===== config.mk =====
export PLATFORM = sky130hd
export DESIGN_NAME = pipeline_hazard_ctrl
export DESIGN_NICKNAME = d
export VERILOG_FILES = /design/src/rtl/pipeline_hazard_ctrl.sv
export SDC_FILE = /design/constraint.sdc
export NUM_CORES = 1
export LEC_CHECK = 0
export CORE_MARGIN = 5
export CORE_UTILIZATION = 35
export CTS_CLUSTER_DIAMETER = 30
export CTS_CLUSTER_SIZE = 14
export DETAILED_ROUTE_END_ITERATION = 6
export PLACE_DENSITY = 0.66
export SETUP_SLACK_MARGIN = 0.1
export SYNTH_ARGS = -nofsm -noshare
export SYNTH_HDL_FRONTEND = slang
export SYNTH_SLANG_ARGS = --single-unit

===== constraint.sdc =====
create_clock -name clk -period 1.4 [get_ports clk]
set_input_delay 0.21 -clock clk [delete_from_list [all_inputs] [get_ports clk]]
set_output_delay 0.21 -clock clk [all_outputs]
set_load 0.01 [all_outputs]

===== src/rtl/pipeline_hazard_ctrl.sv =====
// rtl/pipeline_hazard_ctrl.sv - EX/MEM/WB scoreboard driving forwarding, load-use stall and branch flush; PIPE_HAZARD_PERF_CNT_EN adds stall/flush counters
module pipeline_hazard_ctrl #(
  parameter int REG_ADDR_W = 5,
  parameter int ZERO_REG   = 31,
  parameter int CNT_W      = 32
) (
  input  logic                  clk,
  input  logic                  rst,
  input  logic [REG_ADDR_W-1:0] id_rn,
  input  logic [REG_ADDR_W-1:0] id_rm,
  input  logic                  id_uses_rn,
  input  logic                  id_uses_rm,
  input  logic [REG_ADDR_W-1:0] id_rd,
  input  logic                  id_regwrite,
  input  logic                  id_memread,
  input  logic                  br_taken,
  output logic                  pc_en,
  output logic                  ifid_en,
  output logic                  flush_ifid,
  output logic                  flush_idex,
  output logic                  flush_exmem,
  output logic [1:0]            fwd_a,
`ifdef PIPE_HAZARD_PERF_CNT_EN
  output logic [1:0]            fwd_b,
  output logic [CNT_W-1:0]      stall_cnt,
  output logic [CNT_W-1:0]      flush_cnt
`else
  output logic [1:0]            fwd_b
`endif
);

  localparam logic [REG_ADDR_W-1:0] ZERO_IDX = REG_ADDR_W'(ZERO_REG);

  typedef struct packed {
    logic                  valid;
    logic [REG_ADDR_W-1:0] rd;
    logic                  regwrite;
    logic                  memread;
    logic [REG_ADDR_W-1:0] rn;
    logic [REG_ADDR_W-1:0] rm;
    logic                  uses_rn;
    logic                  uses_rm;
  } slot_t;

  slot_t ex_q, mem_q, wb_q, id_slot;
  logic  load_use;
  logic  stall;

  // A slot can only supply a hazard if it really writes a non-zero register
  function automatic logic is_src(input slot_t s);
    return s.valid & s.regwrite & (s.rd != ZERO_IDX);
  endfunction

  // MEM is the younger producer, so it wins over WB
  function automatic logic [1:0] fwd_sel(input logic [REG_ADDR_W-1:0] src, input logic use_src,
                                         input slot_t ex, input slot_t mem, input slot_t wb);
    if (!(ex.valid & use_src))          return 2'b00;
    if (is_src(mem) && mem.rd == src)   return 2'b10;
    if (is_src(wb) && wb.rd == src)     return 2'b01;
    return 2'b00;
  endfunction

  assign id_slot = '{valid: 1'b1, rd: id_rd, regwrite: id_regwrite, memread: id_memread,
                     rn: id_rn, rm: id_rm, uses_rn: id_uses_rn, uses_rm: id_uses_rm};

  assign load_use = is_src(ex_q) & ex_q.memread &
                    ((id_uses_rn & (ex_q.rd == id_rn)) | (id_uses_rm & (ex_q.rd == id_rm)));

  // Control outputs; reset forces the idle values and a taken branch masks any stall
  always_comb begin
    stall       = 1'b0;
    pc_en       = 1'b1;
    ifid_en     = 1'b1;
    flush_ifid  = 1'b0;
    flush_idex  = 1'b0;
    flush_exmem = 1'b0;
    fwd_a       = 2'b00;
    fwd_b       = 2'b00;
    if (!rst) begin
      fwd_a = fwd_sel(ex_q.rn, ex_q.uses_rn, ex_q, mem_q, wb_q);
      fwd_b = fwd_sel(ex_q.rm, ex_q.uses_rm, ex_q, mem_q, wb_q);
      if (br_taken) begin
        flush_ifid  = 1'b1;
        flush_idex  = 1'b1;
        flush_exmem = 1'b1;
      end else if (load_use) begin
        stall      = 1'b1;
        pc_en      = 1'b0;
        ifid_en    = 1'b0;
        flush_idex = 1'b1;
      end
    end
  end

  // Scoreboard shift: bubble into EX on stall, squash EX and MEM on a taken branch
  always_ff @(posedge clk) begin
    if (rst) begin
      ex_q  <= '0;
      mem_q <= '0;
      wb_q  <= '0;
    end else if (br_taken) begin
      ex_q  <= '0;
      mem_q <= '0;
      wb_q  <= mem_q;
    end else begin
      ex_q  <= stall ? '0 : id_slot;
      mem_q <= ex_q;
      wb_q  <= mem_q;
    end
  end

`ifdef PIPE_HAZARD_PERF_CNT_EN
  // Saturating event counters
  always_ff @(posedge clk) begin
    if (rst) begin
      stall_cnt <= '0;
      flush_cnt <= '0;
    end else begin
      if (stall && stall_cnt != {CNT_W{1'b1}})    stall_cnt <= stall_cnt + 1'b1;
      if (br_taken && flush_cnt != {CNT_W{1'b1}}) flush_cnt <= flush_cnt + 1'b1;
    end
  end
`endif

  // Fields kept for scoreboard completeness that no decision reads downstream
  logic unused_slot_bits;
  assign unused_slot_bits = ^{mem_q.memread, mem_q.rn, mem_q.rm, mem_q.uses_rn, mem_q.uses_rm,
                              wb_q.memread, wb_q.rn, wb_q.rm, wb_q.uses_rn, wb_q.uses_rm};

endmodule


* Word-level counts from Yosys, hierarchy flattened
Index checks and enable logic that the tools add are counted.
Word-level totals: flip-flop bits (word level) 34, bits of input ports 22, output and inout port bits 9, logic and storage cells 85
Operators by class: equality and inequality tests 9, multiplexer cells 43, bitwise gates (word level) 13, reductions and logical operators 6
Operator list (number):
- $eq A5 B5 Y1 | 6
- $mux W1 | 28
- $mux W2 | 14
- $mux W20 | 1
- $ne A5 B5 Y1 const B | 3
- $and A1 B1 Y1 | 12
- $logic_and A1 B1 Y1 | 4
- $reduce_or A3 Y1 | 1
- $reduce_or A2 Y1 | 1
- $or A1 B1 Y1 | 1

* Logic depth before layout (Yosys ltp)
word-level depth 13, gate-level depth with buffers 6, gate-level depth less buffers 4

* Worst setup path after synthesis
No wires, ideal clock.
kind reg-to-output, start point register ex_q[17] in the netlist's numbering, end point output port pc_en, arrival 1.269 ns, required time 1.190 ns, path slack -0.079 ns, cell stages (with the launch flop) 7, buffers on the path 2, cell sequence dfxtp_1 -> xnor2_1 -> nand4_1 -> o22ai_2 -> buf_6 -> nand3_2 -> buf_4
Between the ends: longest elaborated chain between the ends 7, elaborated cells on any way between the ends 12, those cells by class 3 x eq/ne; 3 x mux; 6 x bitwise
Ends and longest elaborated chain:
- from (decl) | RTL line 45 | slot_t ex_q, mem_q, wb_q, id_slot;
- from (signal assigned) | RTL line 106 | ex_q <= stall ? '0 : id_slot;
- $ne A5 B5 Y1 / $eq A5 B5 Y1 (equally long branches) | RTL line 51, 67
- $and A1 B1 Y1, on equally long branches | RTL line 51, 67
- $and A1 B1 Y1 / $or A1 B1 Y1 (equally long branches) | RTL line 66, 67
- $and A1 B1 Y1 (*) | RTL line 66 | assign load_use = is_src(ex_q) & ex_q.memread &
- $mux W1 (*) (3 in series)
- to (decl) | RTL line 17 | output logic pc_en,
Every way passes the cells marked *; elsewhere a longest branch is shown, timed or not.

* Worst setup path after layout
start point register ex_q[19] in the netlist's numbering, end point output port fwd_b[0]
Between the ends: longest elaborated chain between the ends 5
Ends and longest elaborated chain:
- $and A1 B1 Y1 | RTL line 57 | if (!(ex.valid & use_src)) return 2'b00;
- $mux W1 | RTL line 57
- $mux W1 | RTL line 79 | if (!rst) begin
- $mux W2 | RTL line 58 | if (is_src(mem) && mem.rd == src) return 2'b10;
- $mux W2 | RTL line 79
- to (decl) | RTL line 28 | output logic [1:0] fwd_b
No other way between the ends. The select of a mux whose other input is x is not followed.

==> out/results.txt <==
The H-tree generated during clock tree synthesis spans 2 levels. Global routing used 17.4% of the available tracks across all layers. For this design the ratio of total power to cell area is 949 mW/mm^2. The sum of negative setup slack is -3120 ps.

The number of antenna violations at the first check in global routing was 0; the initial cell density of the core was 36.4%. Detailed placement ended at an HPWL of 2870 um. After detailed routing, the average wire length per cell comes to 16.1 um.

The count of port buffers added during placement is 30, and the routed wire length is 4460 um. The setup slack after layout is -444 ps, and the floorplan die area is 0.00559 mm^2. After detailed routing, the number of vias per cell comes to 4.83. Worst hold path class: in2reg.

The proportion of synthesized chip area in sequential cells came out at 46.4%. The weighted congestion reported at the end of routability-driven placement is 0.862, and the count of fill cells added during filler insertion is 311. The register clock-pin slew on the reported worst setup and hold paths was 70 ps; the clock network latency to the later pin of the worst-skew pair was 290 ps.

Along the worst path, the maximum fanout reaches 4. For the pin with the worst max-slew slack, the measured transition is 245 ps. The root buffer cell chosen for the clock tree is sky130_fd_sc_hd__clkbuf_8.

Cells fill 64.6% of the core in the end. Relative to the synthesized area, the layout overhead comes to 77.4%. The number of DRC markers after the initial detailed-route iteration was 73; the clock period minus worst slack was 1840 ps. The tools report the highest attainable clock frequency as 542 MHz. The type of destination of the critical path is an output pin.

sky130_fd_sc_hd__dfxtp_1 takes more of the synthesized area than any other cell. The maximum resistive drop on vdd is 0.581 mV. In this run the remaining antenna-violating nets after routing total 0.

The logs give 34 for the number of sinks handled by clock tree synthesis and 1473 for the number of global-route vias before repair. For the final database, setup skew stands at 4.01 ps. The pre-antenna-repair detailed-routing pass consisted of 4 iterations. The type of the worst setup path is reg2out. Setup repair after global routing could not meet its margin everywhere. The largest single stage delay on the critical path is 360 ps. For this run, design rule violations remaining after detail routing come to 0. In this run the biggest area consumer among cell types represents 46.4% of the synthesized area. Traced cell by cell, the critical path runs through nor2b_4 > and3_1 > nand4_1 > nor4_4 > buf_2. After routing the design area is 0.00260 mm^2. Data on the critical path is required at its endpoint by 1190 ps.

The flop and latch count out of synthesis was 34. Number of failing hold endpoints at the final stage: 0. The Yosys step of the flow raised 0 warnings. The tools report the global-route congestion overflow total as 0. The number of nets in the synthesized netlist is 180. The die is 74.8 um tall. The flow ran to the end, but the final reports show violations.

The first global-routing pass estimated 6980 um of wire. In this run the tightest slew margin relative to its limit is 83.6%. The repair_antennas step left the layout with diodes totalling 0. The routed layout has 1338 vias.

Max-cap violations in this run came to 0. For the overall power, the log shows 2.47 mW. The die outline width works out to 74.8 um. For the placed instance area, the log shows 0.00203 mm^2. TritonCTS built the clock tree. The fraction of the cycle the final worst path needs was 132%. Slowest cell on the critical path: sky130_fd_sc_hd__dfxtp_1. STA classifies the critical path startpoint as a register. After floorplanning, the core was sized to cover 0.00403 mm^2.

The max-slew violation count was 0; the synthesized cell area was 0.00147 mm^2. Fraction of final layout cells sized beyond drive strength 1: 50.2%. The mean cell area of the mapped netlist works out to 9.29 um^2. The checks that failed: setup timing.

Setup violations remaining at the end of the flow were counted as 21. Data on the critical path arrives at its endpoint at 1630 ps. The initialized floorplan defines 23 standard-cell rows. Counting distinct cell types in the post-synthesis netlist gives 23. Number of buffers between clock root and the deepest sink: 2. Counting every instance in the synthesized netlist gives 158. The number of nets in the finished design is 248, and the top-level port count is 31. Entering global routing, the biggest net connects 27 pins.

Yosys attributes the largest share of cell area to sky130_fd_sc_hd__dfxtp_1, sky130_fd_sc_hd__xnor2_1, sky130_fd_sc_hd__a21oi_1. Counting the buffers created by CTS gives 5. For this design the static power due to leakage is 1.08 nW.
==> final timing paths <==
| kind | cells past startpoint | to | slack, ps | startpoint |
|---|---|---|---|---|
| max reg2reg | 7 | ex_q[1] | -50 | ex_q[15] |
| max | 5 | fwd_b[0] | -440 | ex_q[19] |
| min reg2reg | 1 | wb_q[19] | 460 | mem_q[19] |
| min | 3 | ex_q[6] | 320 | id_rm[4] |
==> synthesized netlist by cell type, drive strengths merged <==
cell,n
nor2b,10
o211ai,1
dfxtp,34
a31o,1
a31oi,2
nand2,23
xnor2,22
a21boi,1
xor2,8
inv,1
buf,8
and3,6
nor2,1
and2,6
o22ai,1
nand4,4
clkbuf,1
nor4,4
a21oi,19
nand3,5
==> state kept, by name (all words and copies together), names as in the netlist <==
signal	count
mem_q	7
ex_q	20
wb_q	7
==> logic make-up after synthesis <==
group                     synth area share [%]
and+or+nand+nor                           21.5
AOI/OAI and AO/OA                         9.80
buffers and inverters                     4.43
xor gates and xnor gates                  17.9
DFF                                       46.4
==> worst max-delay path, delay by kind of cell (launching register included) <==
family        cells  cell delay, ps
buf+inv           1             160
flops             1             360
simple gates      4             810
==> power by group <==
group	internal, mW	leakage [nW]	switching, mW
logic	0.181	0.726	0.133
clock network	0.760	0.0714	0.376
registers	0.992	0.285	0.0311
==> what timing repair did <==
item,in CTS,in global routing
endpoints found under the hold margin,0,0
setup buffers,4,5
gates cloned,1,1
setup endpoints to repair,29,29
hold buffers,0,0
gates resized for setup,108,15
pin swaps,21,12
==> through the flow <==
step                hold slack (ps)  std cells  setup slack [ps]
CTS                             297        271              -451
global placement                447        258              -731
finish                          319        277              -444
global route                    311        277              -554
floorplan                       282        158              23.6
detailed placement              453        258              -805
==> layout make-up <==
| cell class | instances | area [um^2] | share of cell area [%] |
|---|---|---|---|
| timing repair buffer | 70 | 683 | 26.2 |
| tap | 50 | 62.6 | 2.40 |
| clock inverter | 2 | 60.1 | 2.31 |
| multi-input combinational | 114 | 1000 | 38.4 |
| sequential | 34 | 711 | 27.3 |
| clock buffer | 6 | 82.6 | 3.17 |
| inverter | 1 | 3.75 | 0.144 |
==> placed cells by master, fill, tap and decap left out, drive strengths merged, types with 4 or more instances in the layout <==
master / synthesis / final
buf: 8 / 48
dfxtp: 34 / 34
nand2: 23 / 23
xnor2: 22 / 22
a21oi: 19 / 19
clkdlybuf4s50: 0 / 12
nor2b: 10 / 10
dlygate4sd2: 0 / 8
xor2: 8 / 8
clkbuf: 1 / 7
and3: 6 / 6
and2: 6 / 6
nand3: 5 / 5
nand4: 4 / 4
nor4: 4 / 4
==> metal layers <==
| layer | GRT usage, % | share of wire (%) |
|---|---|---|
| met2 | 32.5 | 55 |
| met5 | 0 | 0 |
| met3 | 4.27 | 3.9 |
| met1 | 18.4 | 39 |
| met4 | 7.71 | 2.0 |
Power figures use the tool's default switching activity.
